===== src/rtl/lfsr_pkg.sv =====
// Shared constants, LFSR step function and FSM state type for lfsr_checker.
package lfsr_pkg;

  localparam int unsigned DATA_W   = 32;
  localparam int unsigned ADDR_W   = 10;
  localparam int unsigned WORD_W   = 32;
  localparam int unsigned CONSEC_W = 8;

  localparam logic [DATA_W-1:0] DATA_SEED = 32'hFFFF_FFFF;
  localparam logic [DATA_W-1:0] DATA_TAPS = 32'h0040_0007;
  localparam logic [ADDR_W-1:0] ADDR_SEED = 10'h3FF;
  localparam logic [ADDR_W-1:0] ADDR_TAPS = 10'h009;

  typedef enum logic [1:0] {
    ST_IDLE  = 2'd0,
    ST_CHECK = 2'd1,
    ST_LOST  = 2'd2
  } state_e;

  // Galois step for a w-bit register (w <= 32): shift left, fold MSB into taps.
  function automatic logic [31:0] lfsr_step(input logic [31:0] v,
                                            input int unsigned w,
                                            input logic [31:0] taps);
    logic [31:0] mask;
    logic        msb;
    logic [31:0] res;
    mask = (32'h1 << w) - 32'h1;
    msb  = |(v & (32'h1 << (w - 32'd1)));
    res  = (v << 1) & mask;
    if (msb) begin
      res = res ^ (taps & mask);
    end
    return res;
  endfunction

  function automatic logic [DATA_W-1:0] lfsr_step_data(input logic [DATA_W-1:0] d);
    return lfsr_step(d, DATA_W, DATA_TAPS);
  endfunction

  function automatic logic [ADDR_W-1:0] lfsr_step_addr(input logic [ADDR_W-1:0] a);
    return ADDR_W'(lfsr_step(32'(a), ADDR_W, 32'(ADDR_TAPS)));
  endfunction

endpackage


===== src/rtl/lfsr_step_gen.sv =====
// Expected-value LFSR: re-seed, load an arbitrary value, or advance one step.
module lfsr_step_gen
  import lfsr_pkg::*;
#(
  parameter int unsigned    W    = 32,
  parameter logic [W-1:0]   TAPS = '0,
  parameter logic [W-1:0]   SEED = '1
) (
  input  logic         clk,
  input  logic         rstn,
  input  logic         seed_i,
  input  logic         load_i,
  input  logic         advance_i,
  input  logic [W-1:0] load_val_i,
  output logic [W-1:0] value_o
);

  logic [W-1:0] value_q;
  logic [W-1:0] value_d;

  // Next value: seed has priority over load, load over advance.
  always_comb begin
    value_d = value_q;
    if (seed_i) begin
      value_d = SEED;
    end else if (load_i) begin
      value_d = load_val_i;
    end else if (advance_i) begin
      value_d = W'(lfsr_step(32'(value_q), W, 32'(TAPS)));
    end
  end

  // LFSR register, resets to the seed.
  always_ff @(posedge clk or negedge rstn) begin
    if (!rstn) begin
      value_q <= SEED;
    end else begin
      value_q <= value_d;
    end
  end

  assign value_o = value_q;

endmodule


===== config.mk =====
export PLATFORM = sky130hd
export DESIGN_NAME = lfsr_step_gen
export DESIGN_NICKNAME = d
export VERILOG_FILES = /design/src/rtl/lfsr_pkg.sv /design/src/rtl/lfsr_step_gen.sv
export SDC_FILE = /design/constraint.sdc
export NUM_CORES = 1
export LEC_CHECK = 0
export BUFFER_PORTS_ARGS = -buffer_cell sky130_fd_sc_hd__buf_2
export CAP_MARGIN = 0
export CORE_UTILIZATION = 42
export DETAILED_ROUTE_END_ITERATION = 10
export PLACE_DENSITY = 0.76
export SLEW_MARGIN = 20
export SYNTH_ARGS = -nofsm -noshare
export SYNTH_HDL_FRONTEND = slang
export SYNTH_SLANG_ARGS = --single-unit

===== constraint.sdc =====
create_clock -name clk -period 0.8 [get_ports clk]
set_clock_uncertainty 0.05 [all_clocks]
set_input_delay 0.04 -clock clk [delete_from_list [all_inputs] [get_ports clk]]
set_output_delay 0.04 -clock clk [all_outputs]
set_load 0.1 [all_outputs]

==> results_dict.tcl, run 1 <==
set metrics [dict create \
    dp_slack_ps -230 \
    run.stop_error "[ERROR DPL-0038] Utilization greater than 100%, impossible to legalize" \
    failed_stage "5_1_grt" \
    syn_nets 148 \
    grt_max_degree 33 \
    ios 69 \
    yosysWarningCount 0 \
    synth_cell_types 14 \
    fp.dieH_microns 63.8 \
    die_w_microns 63.8 \
    synth-seq-area-share_pct 52.4 \
    dp_cells 225 \
    clock_sinks 32 \
    initial_utilization_pct 43.8 \
    h-tree-depth 2 \
    worst-ep-kind "primary output" \
    worst_endpoint "value_o[30]" \
    core.rowCount 22 \
    synth-seq-cells 32 \
    cts_buffer_depth 2 \
    cts_buffers 5 \
    globalplace.congestion 0.782 \
    dp_hpwl_microns 2940 \
    avgSynthCellArea_sq_um 14.5 \
    status "aborted with a tool error" \
    numPortBuffers 68 \
    synth_area_sq_um 1610 \
    clock-root-buffer "clkbuf_8" \
    synthCells 111 \
]
-- logic make-up after synthesis --
| group | after synthesis | share of synthesized area [%] |
|---|---|---|
| AND/OR/NAND/NOR | 5 | 2.10 |
| flip-flops | 32 | 52.4 |
| buffers and inverters | 10 | 5.22 |
| AO/OA/AOI/OAI | 33 | 21.0 |
| multiplexers | 31 | 19.3 |
-- cells in the mapped netlist --
master	instances	area (sq um)
a21oi_1	3	15.0
a2bb2oi_1	19	166
a2bb2oi_2	10	150
buf_2	4	20.0
buf_4	2	15.0
buf_6	3	33.8
buf_8	1	15.0
dfstp_2	32	841
mux2i_1	31	310
nand2b_1	1	6.26
nand2b_2	1	8.76
nor2_1	1	3.75
nor3b_1	2	15.0
o21ai_0	1	5.00
-- timing repair --
item,in CTS
gates resized for setup,35
hold buffers,32
buffers inserted,28
pin swaps,7
endpoints found under the setup margin,64
hold endpoints to repair,64
-- through the flow --
step	TNS, ps	hold WS, ps	util (%)	area (sq um)
CTS	-20510	-20.9	93.4	3420
floorplan	-12560	-157	-	1730
global placement	-6720	162	72.7	2660
detailed placement	-7840	167	72.7	2660
==> inputs of run 2 (changes only) <==
--- a/config.mk
+++ b/config.mk
@@ -7,9 +7,9 @@
 export LEC_CHECK = 0
 export BUFFER_PORTS_ARGS = -buffer_cell sky130_fd_sc_hd__buf_2
 export CAP_MARGIN = 0
-export CORE_UTILIZATION = 42
+export CORE_UTILIZATION = 30
 export DETAILED_ROUTE_END_ITERATION = 10
-export PLACE_DENSITY = 0.76
+export PLACE_DENSITY_LB_ADDON = 0.15
 export SLEW_MARGIN = 20
 export SYNTH_ARGS = -nofsm -noshare
 export SYNTH_HDL_FRONTEND = slang
==> constraint.sdc (replaced) <==
create_clock -name clk -period 1 [get_ports clk]
set_clock_uncertainty 0.05 [all_clocks]
set_input_delay 0.05 -clock clk [delete_from_list [all_inputs] [get_ports clk]]
set_output_delay 0.05 -clock clk [all_outputs]
set_load 0.1 [all_outputs]
==> results_dict.tcl, run 2 <==
set metrics [dict create \
    yosysMostFrequentCell "dfstp_2" \
    numPortBuffers 68 \
    seqPwrFrac_pct 34.0 \
    path_clk_slew_ps 70 \
    cp-start-kind "flop" \
    initial_utilization_pct 31.2 \
    arrival_ps 1100 \
    clock_latency_ps 280 \
    rr_endpoint "value_o[7]$_DFFE_PN1P_" \
    fin_setup_tns_ps -7660 \
    dieArea_sq_um 5650 \
    pwr-share-comb_pct 37.2 \
    ir_worst_vdd_mv 0.971 \
    synth_edf_count 0 \
    ios 69 \
    ys.flop_type "dfstp_2" \
    dp_hpwl_microns 2640 \
    largest_reg_flops 32 \
    syn_nets 148 \
    h-tree-depth 2 \
    cp_max_fo 2 \
    hold_path_depth 3 \
    switching_share_pct 32.2 \
    globalplace.congestion 0.732 \
    grt_usage_pct 17.8 \
    grt_pass1_wl_microns 7380 \
    period_share_pct 120 \
    syn_to_final_growth_pct 124 \
    ys_top_cells_by_area "dfstp_2, mux2i_1, a2bb2oi_1" \
    synth-seq-area-share_pct 52.4 \
    p_clk_share_pct 28.8 \
    core.rowCount 26 \
    worstSetupStartpoint "value_o[28]$_DFFE_PN1P_" \
    drv_slew 0 \
    grt_overflow_total 0 \
    die_w_microns 75.2 \
    p_total_mw 4.68 \
    vias_per_cell 4.61 \
    clock.fmax_mhz 833 \
    coreArea_sq_um 5140 \
    antenna_found_initial 0 \
    period_needed_ps 1200 \
    maxSlewHeadroom_pct 87.6 \
    setup_slack_ps -201 \
    synthCells 111 \
    vias 1457 \
    grt_pass1_vias 1614 \
    p_switching_mw 1.50 \
    p_leak_nw 1.54 \
    antenna_left 0 \
    synth_commonest_cells "dfstp_2, mux2i_1, a2bb2oi_1" \
    hp-class "input port to flop" \
    synth-seq-cells 32 \
    cp_num_buf_inv 1 \
    yosysTopAreaCell "dfstp_2" \
    cts_tree "yes" \
    cp_top_family "flip-flops" \
    holdWs_ps 1.43 \
    nets 282 \
    setup_viol 64 \
    synth-async-reset-ratio_pct 100 \
    avgSynthCellArea_sq_um 14.5 \
    crit_slowest_cell "dfstp_4" \
    dr.pass1.iters 4 \
    violations "setup timing" \
    fp.dieH_microns 75.2 \
    holdPathEnd "value_o[0]$_DFFE_PN1P_" \
    crit_path_max_incr_delay_ps 640 \
    worstSetupPathType "flop to output port" \
    required_ps 900 \
    layout_commonest_cell "buf_12" \
    wl_per_cell_microns 14.6 \
    rr_startpoint "value_o[6]$_DFFE_PN1P_" \
    grt_max_degree 33 \
    rsz0062_at_grt "yes" \
    yosysWarningCount 0 \
    status "finished, violations left" \
    final_core_util_pct 69.9 \
    maxCapViolCount 0 \
    synth_cell_types 14 \
    cts_buffer_depth 2 \
    reg2reg_slack_ps -100 \
    internal_power_mw 3.17 \
    drc 0 \
    drt_iter0_markers 21 \
    wl_microns 4620 \
    end_kind "output port" \
    clock_sinks 32 \
    dp_slack_ps -12.7 \
    clock-root-buffer "clkbuf_8" \
    drive_above_1_share_pct 70.7 \
    path_cells "buf_12" \
    tightest_slew_ps 180 \
    final_hold_viol_count 0 \
    synth_area_sq_um 1610 \
    cts_buffers 5 \
    hp-start "seed_i" \
    reg2reg_depth 3 \
    powerDensity_nw_per_um2 1300 \
    synth_top_area_share_pct 52.4 \
    mostFrequentLayoutCells "buf_12, buf_2, dlygate4sd3_1" \
    antennaDiodeCount 0 \
]
[run 2: cell type report]
type | count | area [sq um]
clock inverters | 1 | 30.0
flip-flops and latches | 32 | 961
well taps | 70 | 87.6
repair buffers | 137 | 1580
fillers | 372 | 1550
multi-input cells | 69 | 840
clock buffers | 7 | 96.3
[run 2: timing repair]
action	in CTS	in global routing
endpoints found under the hold margin	64	0
resized for setup	1	49
gates cloned	0	0
setup endpoints to repair	33	64
hold buffers	34	0
buffers inserted	29	1
pin swaps	0	10
[run 2: how the worst max path moves through the flow]
stage,endpoint,slack (ps),depth (start not counted)
finish,value_o[28],-200,1
global route,value_o[3],-220,1
CTS,value_o[26],-210,1
detailed placement,value_o[3]$_DFFE_PN1P_,-10,2
global placement,value_o[29]$_DFFE_PN1P_,50,2
floorplan,value_o[19]$_DFFE_PN1P_,-140,2
[run 2: power by group through the flow]
stage	registers, mW	clock network, mW	logic, mW
finish	1.59	1.35	1.74
global route	1.60	1.42	1.82
CTS	1.58	1.38	1.61
detailed placement	1.61	0	1.38
global placement	1.61	0	1.37
floorplan	2.18	0	0.281
[run 2: tightest hold or removal path, delay by kind of cell]
kind | cells | cell delay (ps)
buf+inv | 1 | 130
compound gates | 2 | 110
[run 2: metal layers]
layer,wire (microns),global-route usage (%),part of all wire [%]
met5,0,0,0
met4,55,8.02,1.2
met3,175,4.15,3.8
met2,2540,32.3,55
met1,1850,19.8,40
[run 2: logic make-up after synthesis]
| logic type | after synthesis | synth area share, % |
|---|---|---|
| AO/OA/AOI/OAI | 33 | 21.0 |
| AND/OR/NAND/NOR | 5 | 2.10 |
| flip-flops | 32 | 52.4 |
| buffers and inverters | 10 | 5.22 |
| multiplexers | 31 | 19.3 |
[run 2: metrics by stage]
step / instance area (sq um) / std cells
final: 3590 / 316
after detailed placement: 2650 / 244
after floorplan: 1730 / 111
after global placement: 2650 / 244
after CTS: 3340 / 315
after global routing: 3590 / 316
Note: power is estimated with default switching activity, not from simulation.
==> inputs of run 3 (changes only) <==
--- a/config.mk
+++ b/config.mk
@@ -6,7 +6,7 @@
 export NUM_CORES = 1
 export LEC_CHECK = 0
 export BUFFER_PORTS_ARGS = -buffer_cell sky130_fd_sc_hd__buf_2
-export CAP_MARGIN = 0
+export CORE_ASPECT_RATIO = 0.8
 export CORE_UTILIZATION = 30
 export DETAILED_ROUTE_END_ITERATION = 10
 export PLACE_DENSITY_LB_ADDON = 0.15
==> results_dict.tcl, run 3 (same netlist as run 2, synthesis figures left out) <==
set metrics [dict create \
    maxCapViolCount 0 \
    worstSetupPathType "flop to output port" \
    dp_hpwl_microns 3000 \
    grt_pass1_wl_microns 7940 \
    clock_latency_ps 280 \
    status "finished, violations left" \
    cp_top_family "flip-flops" \
    largest_reg_flops 32 \
    tightest_slew_ps 236 \
    wl_microns 4900 \
    path_cells "buf_12" \
    placed_cell_area_sq_um 2630 \
    ir_worst_vdd_mv 0.806 \
    drv_slew 0 \
    clock.fmax_mhz 833 \
    numPortBuffers 68 \
    dieArea_sq_um 5650 \
    clock-root-buffer "clkbuf_8" \
    drc 0 \
    ios 69 \
    cp_num_buf_inv 1 \
    holdPathEnd "value_o[30]$_DFFE_PN1P_" \
    cp_max_fo 2 \
    layout_commonest_cell "buf_2" \
    drive_above_1_share_pct 68.8 \
    grt_pass1_vias 1608 \
    setup_slack_ps -201 \
    rr_startpoint "value_o[15]$_DFFE_PN1P_" \
    powerDensity_nw_per_um2 1240 \
    h-tree-depth 2 \
    p_total_mw 4.32 \
    dr.pass1.iters 4 \
    drt_iter0_markers 23 \
    initial_utilization_pct 31.7 \
    hp-class "input port to flop" \
    end_kind "output port" \
    vias_per_cell 4.79 \
    core.rowCount 23 \
    grt_max_degree 33 \
    hp-start "load_val_i[30]" \
    wl_per_cell_microns 15.9 \
    antenna_left 0 \
    globalplace.congestion 0.709 \
    cts_tree "yes" \
    period_needed_ps 1200 \
    coreArea_sq_um 5060 \
    crit_slowest_cell "dfstp_4" \
    vias 1480 \
    grt_usage_pct 18.5 \
    fin_area_sq_um 3480 \
    rsz0062_at_grt "yes" \
    syn_to_final_growth_pct 117 \
    path_clk_slew_ps 60 \
    die_w_microns 83.8 \
    cp-start-kind "flop" \
    violations "setup timing" \
    crit_path_max_incr_delay_ps 640 \
    cts_buffers 5 \
    setup_viol 63 \
    rr_endpoint "value_o[16]$_DFFE_PN1P_" \
    nets 283 \
    maxSlewHeadroom_pct 84.2 \
    reg2reg_slack_ps -90 \
    antenna_found_initial 0 \
    cts_buffer_depth 2 \
    hold_path_depth 3 \
    final_hold_viol_count 0 \
    antennaDiodeCount 0 \
    grt_overflow_total 0 \
    required_ps 900 \
    p_leak_nw 1.51 \
    period_share_pct 120 \
    mostFrequentLayoutCells "buf_2, buf_12, dlygate4sd3_1" \
    clock_sinks 32 \
    fp.dieH_microns 67.4 \
    reg2reg_depth 3 \
    arrival_ps 1100 \
]
-- run 3: cell count changes in the layout (fill, tap and decap cells not counted) --
cell           before  now
buf_12             37   34
buf_4               6    9
buf_6              24   26
bufinv_16           1    0
clkbuf_1            0    2
clkbuf_8            7    6
dlygate4sd3_1      34   33
mux2i_1            22   24
mux2i_4             7    5
nand2b_1            0    1
nand2b_4            1    0
o21ai_1             0    1
o21ai_2             1    0
-- run 3: worst max path at each step --
stage	slack [ps]	from	endpoint	cells after the start
floorplan	-140	value_o[18]$_DFFE_PN1P_	value_o[19]$_DFFE_PN1P_	2
global placement	40	value_o[3]$_DFFE_PN1P_	value_o[4]$_DFFE_PN1P_	2
detailed placement	10	value_o[1]$_DFFE_PN1P_	value_o[2]$_DFFE_PN1P_	2
CTS	-210	value_o[10]$_DFFE_PN1P_	value_o[10]	1
global route	-230	value_o[10]$_DFFE_PN1P_	value_o[10]	1
finish	-200	value_o[3]$_DFFE_PN1P_	value_o[3]	1
-- run 3: stage by stage --
step | std cells | TNS (ps) | util [%] | hold WS (ps) | worst slack (ps)
floorplan | 111 | -4320 | - | -147 | -138
global placement | 239 | 0 | 51.9 | 180 | 37.0
detailed placement | 239 | 0 | 51.9 | 187 | 10.5
CTS | 309 | -8250 | 64.6 | 4.19 | -208
global route | 309 | -9780 | 68.8 | 32.7 | -227
finish | 309 | -7800 | 68.8 | 17.9 | -201
-- run 3: per-layer routing --
| layer | wire (microns) | GRT usage, % |
|---|---|---|
| met5 | 0 | 0 |
| met4 | 129 | 9.32 |
| met3 | 244 | 4.28 |
| met2 | 2520 | 32.2 |
| met1 | 2010 | 21.8 |
-- run 3: worst reg2reg max path, stage by stage, from the launching register on --
cell and delay (ps):
dfstp_4 640, buf_4 110, mux2i_1 70, a2bb2oi_1 150
-- run 3: repair_timing --
| action | 4_1_cts | 5_1_grt |
|---|---|---|
| pin swaps | 0 | 8 |
| gates cloned | 0 | 0 |
| endpoints found under the hold margin | 63 | 0 |
| buffers inserted | 29 | 0 |
| endpoints found under the setup margin | 35 | 63 |
| hold buffers | 33 | 0 |
| resized for setup | 1 | 45 |
-- run 3: power breakdown --
group | switching, mW | leakage [nW] | internal, mW | total [mW]
Sequential | 0.105 | 0.338 | 1.49 | 1.59
Combinational | 0.929 | 1.13 | 0.783 | 1.71
Clock | 0.456 | 0.0455 | 0.561 | 1.02
Total | 1.49 | 1.51 | 2.83 | 4.32
-- run 3: final cells by class --
class / instances / area, sq um
fillers: 372 / 1580
repair buffers: 138 / 1550
flip-flops and latches: 32 / 961
multi-input cells: 69 / 803
clock buffers: 8 / 90.1
well taps: 62 / 77.6
==> inputs of run 4 (changes only) <==
--- a/config.mk
+++ b/config.mk
@@ -9,6 +9,7 @@
 export CORE_ASPECT_RATIO = 0.8
 export CORE_UTILIZATION = 30
 export DETAILED_ROUTE_END_ITERATION = 10
+export GPL_TIMING_DRIVEN = 0
 export PLACE_DENSITY_LB_ADDON = 0.15
 export SLEW_MARGIN = 20
 export SYNTH_ARGS = -nofsm -noshare
==> results_dict.tcl, run 4 (same netlist as run 2, synthesis figures left out) <==
set metrics [dict create \
    status "finished, violations left" \
    violations "setup timing" \
    maxSlewHeadroom_pct 54.1 \
    grt_usage_pct 17.7 \
    path_clk_slew_ps 70 \
    fp.dieH_microns 67.4 \
    drt_iter0_markers 20 \
    cts_buffers 5 \
    dieArea_sq_um 5650 \
    drive_above_1_share_pct 67.3 \
    p_leak_nw 1.51 \
    initial_utilization_pct 31.7 \
    crit_path_max_incr_delay_ps 650 \
    grt_overflow_total 0 \
    fin_cells 310 \
    dr.pass1.iters 4 \
    cp_max_fo 3 \
    h-tree-depth 2 \
    wl_microns 4930 \
    clock-root-buffer "clkbuf_8" \
    tightest_slew_ps 688 \
    arrival_ps 1100 \
    fin_setup_tns_ps -7930 \
    rr_endpoint "value_o[28]$_DFFE_PN1P_" \
    dp_cells 240 \
    die_w_microns 83.8 \
    met1_length_microns 2200 \
    numPortBuffers 67 \
    setup_slack_ps -204 \
    clock.fmax_mhz 830 \
    hp-class "input port to flop" \
    core.rowCount 23 \
    ios 69 \
    ir_worst_vdd_mv 0.724 \
    drc 0 \
    wl_per_cell_microns 15.9 \
    dp_hpwl_microns 2810 \
    worstSetupEndpoint "value_o[19]" \
    reg2reg_depth 3 \
    grt_max_degree 33 \
    vias 1472 \
    powerDensity_nw_per_um2 1250 \
    worstSetupPathType "flop to output port" \
    end_kind "output port" \
    final_hold_viol_count 0 \
    reg2reg_slack_ps -80 \
    vias_per_cell 4.75 \
    setup_viol 64 \
    worstSetupStartpoint "value_o[19]$_DFFE_PN1P_" \
    path_cells "buf_12" \
    clock_latency_ps 290 \
    dp_slack_ps -130 \
    cts_buffer_depth 2 \
    mostFrequentLayoutCells "buf_2, dlygate4sd3_1, buf_12, dfstp_4, buf_6" \
    dr_wl_met3_microns 172 \
    cts_tree "yes" \
    antenna_found_initial 0 \
    cp_top_family "flip-flops" \
    maxCapViolCount 0 \
    required_ps 900 \
    rr_startpoint "value_o[27]$_DFFE_PN1P_" \
    syn_to_final_growth_pct 116 \
    period_share_pct 120 \
    nets 284 \
    wl_met2_microns 2460 \
    antennaDiodeCount 0 \
    antenna_left 0 \
    coreArea_sq_um 5060 \
    rsz0062_at_grt "yes" \
    layout_commonest_cell "buf_2" \
    globalplace.congestion 0.712 \
    period_needed_ps 1200 \
    cp-start-kind "flop" \
    grt_pass1_wl_microns 7570 \
    top_layer "met4" \
    drv_slew 0 \
    timing.critical_path.depth 1 \
    grt_pass1_vias 1555 \
    cp_num_buf_inv 1 \
    crit_slowest_cell "dfstp_4" \
    largest_reg_flops 32 \
    clock_sinks 32 \
]
-- run 4: cell types whose count changed in the layout (fill, tap and decap cells not counted), sizes merged --
cell,before,now
dlygate4sd3,33,34
-- run 4: how the worst min path moves through the flow --
| stage | from | slack (ps) | end | cells past startpoint |
|---|---|---|---|---|
| after floorplan | rstn | -150 | value_o[0]$_DFFE_PN1P_ | 0 |
| after global placement | load_i | 230 | value_o[0]$_DFFE_PN1P_ | 2 |
| after detailed placement | load_i | 230 | value_o[0]$_DFFE_PN1P_ | 2 |
| after CTS | advance_i | 6 | value_o[0]$_DFFE_PN1P_ | 3 |
| after global routing | advance_i | 20 | value_o[0]$_DFFE_PN1P_ | 3 |
| final | advance_i | 10 | value_o[0]$_DFFE_PN1P_ | 3 |
-- run 4: per-layer routing --
metal | global-route usage, % | vias up
met4 | 8.47 | 0
li1 | - | 697
met3 | 4.03 | 9
met1 | 21.6 | 724
met2 | 30.4 | 42
met5 | 0 | -
-- run 4: power by group --
| part | leakage (nW) | switching, mW | internal, mW | total (mW) |
|---|---|---|---|---|
| clock network | 0.0455 | 0.467 | 0.561 | 1.03 |
| registers | 0.338 | 0.107 | 1.49 | 1.59 |
| logic | 1.12 | 0.923 | 0.775 | 1.70 |
| total | 1.51 | 1.50 | 2.82 | 4.32 |
-- run 4: final cells by class --
class	instances	area, sq um
fillers	367	1600
clock buffers	8	90.1
flip-flops and latches	32	961
repair buffers	129	1460
plain buffers	10	83.8
well taps	62	77.6
multi-input cells	69	786
-- run 4: what timing repair did --
item / 4_1_cts / 5_1_grt
hold endpoints to repair: 32 / 0
resized for setup: 128 / 44
pin swaps: 0 / 8
buffers inserted: 27 / 1
hold buffers: 34 / 0
endpoints found under the setup margin: 32 / 64
-- run 4: stage by stage --
stage	hold slack [ps]	power, mW	util [%]	instance area, sq um
after floorplan	-147	2.46	-	1730
after global placement	231	2.66	42.2	2140
after detailed placement	232	2.67	42.2	2140
after CTS	5.65	4.22	64.2	3250
after global routing	15.4	4.49	68.4	3460
final	10.4	4.32	68.4	3460
-- run 4: tightest hold or removal path: cells and delay by family --
kind	cells	cell delay, ps
AOI/OAI and AO/OA	1	60
buffers and inverters	1	120
and+or+nand+nor	1	110
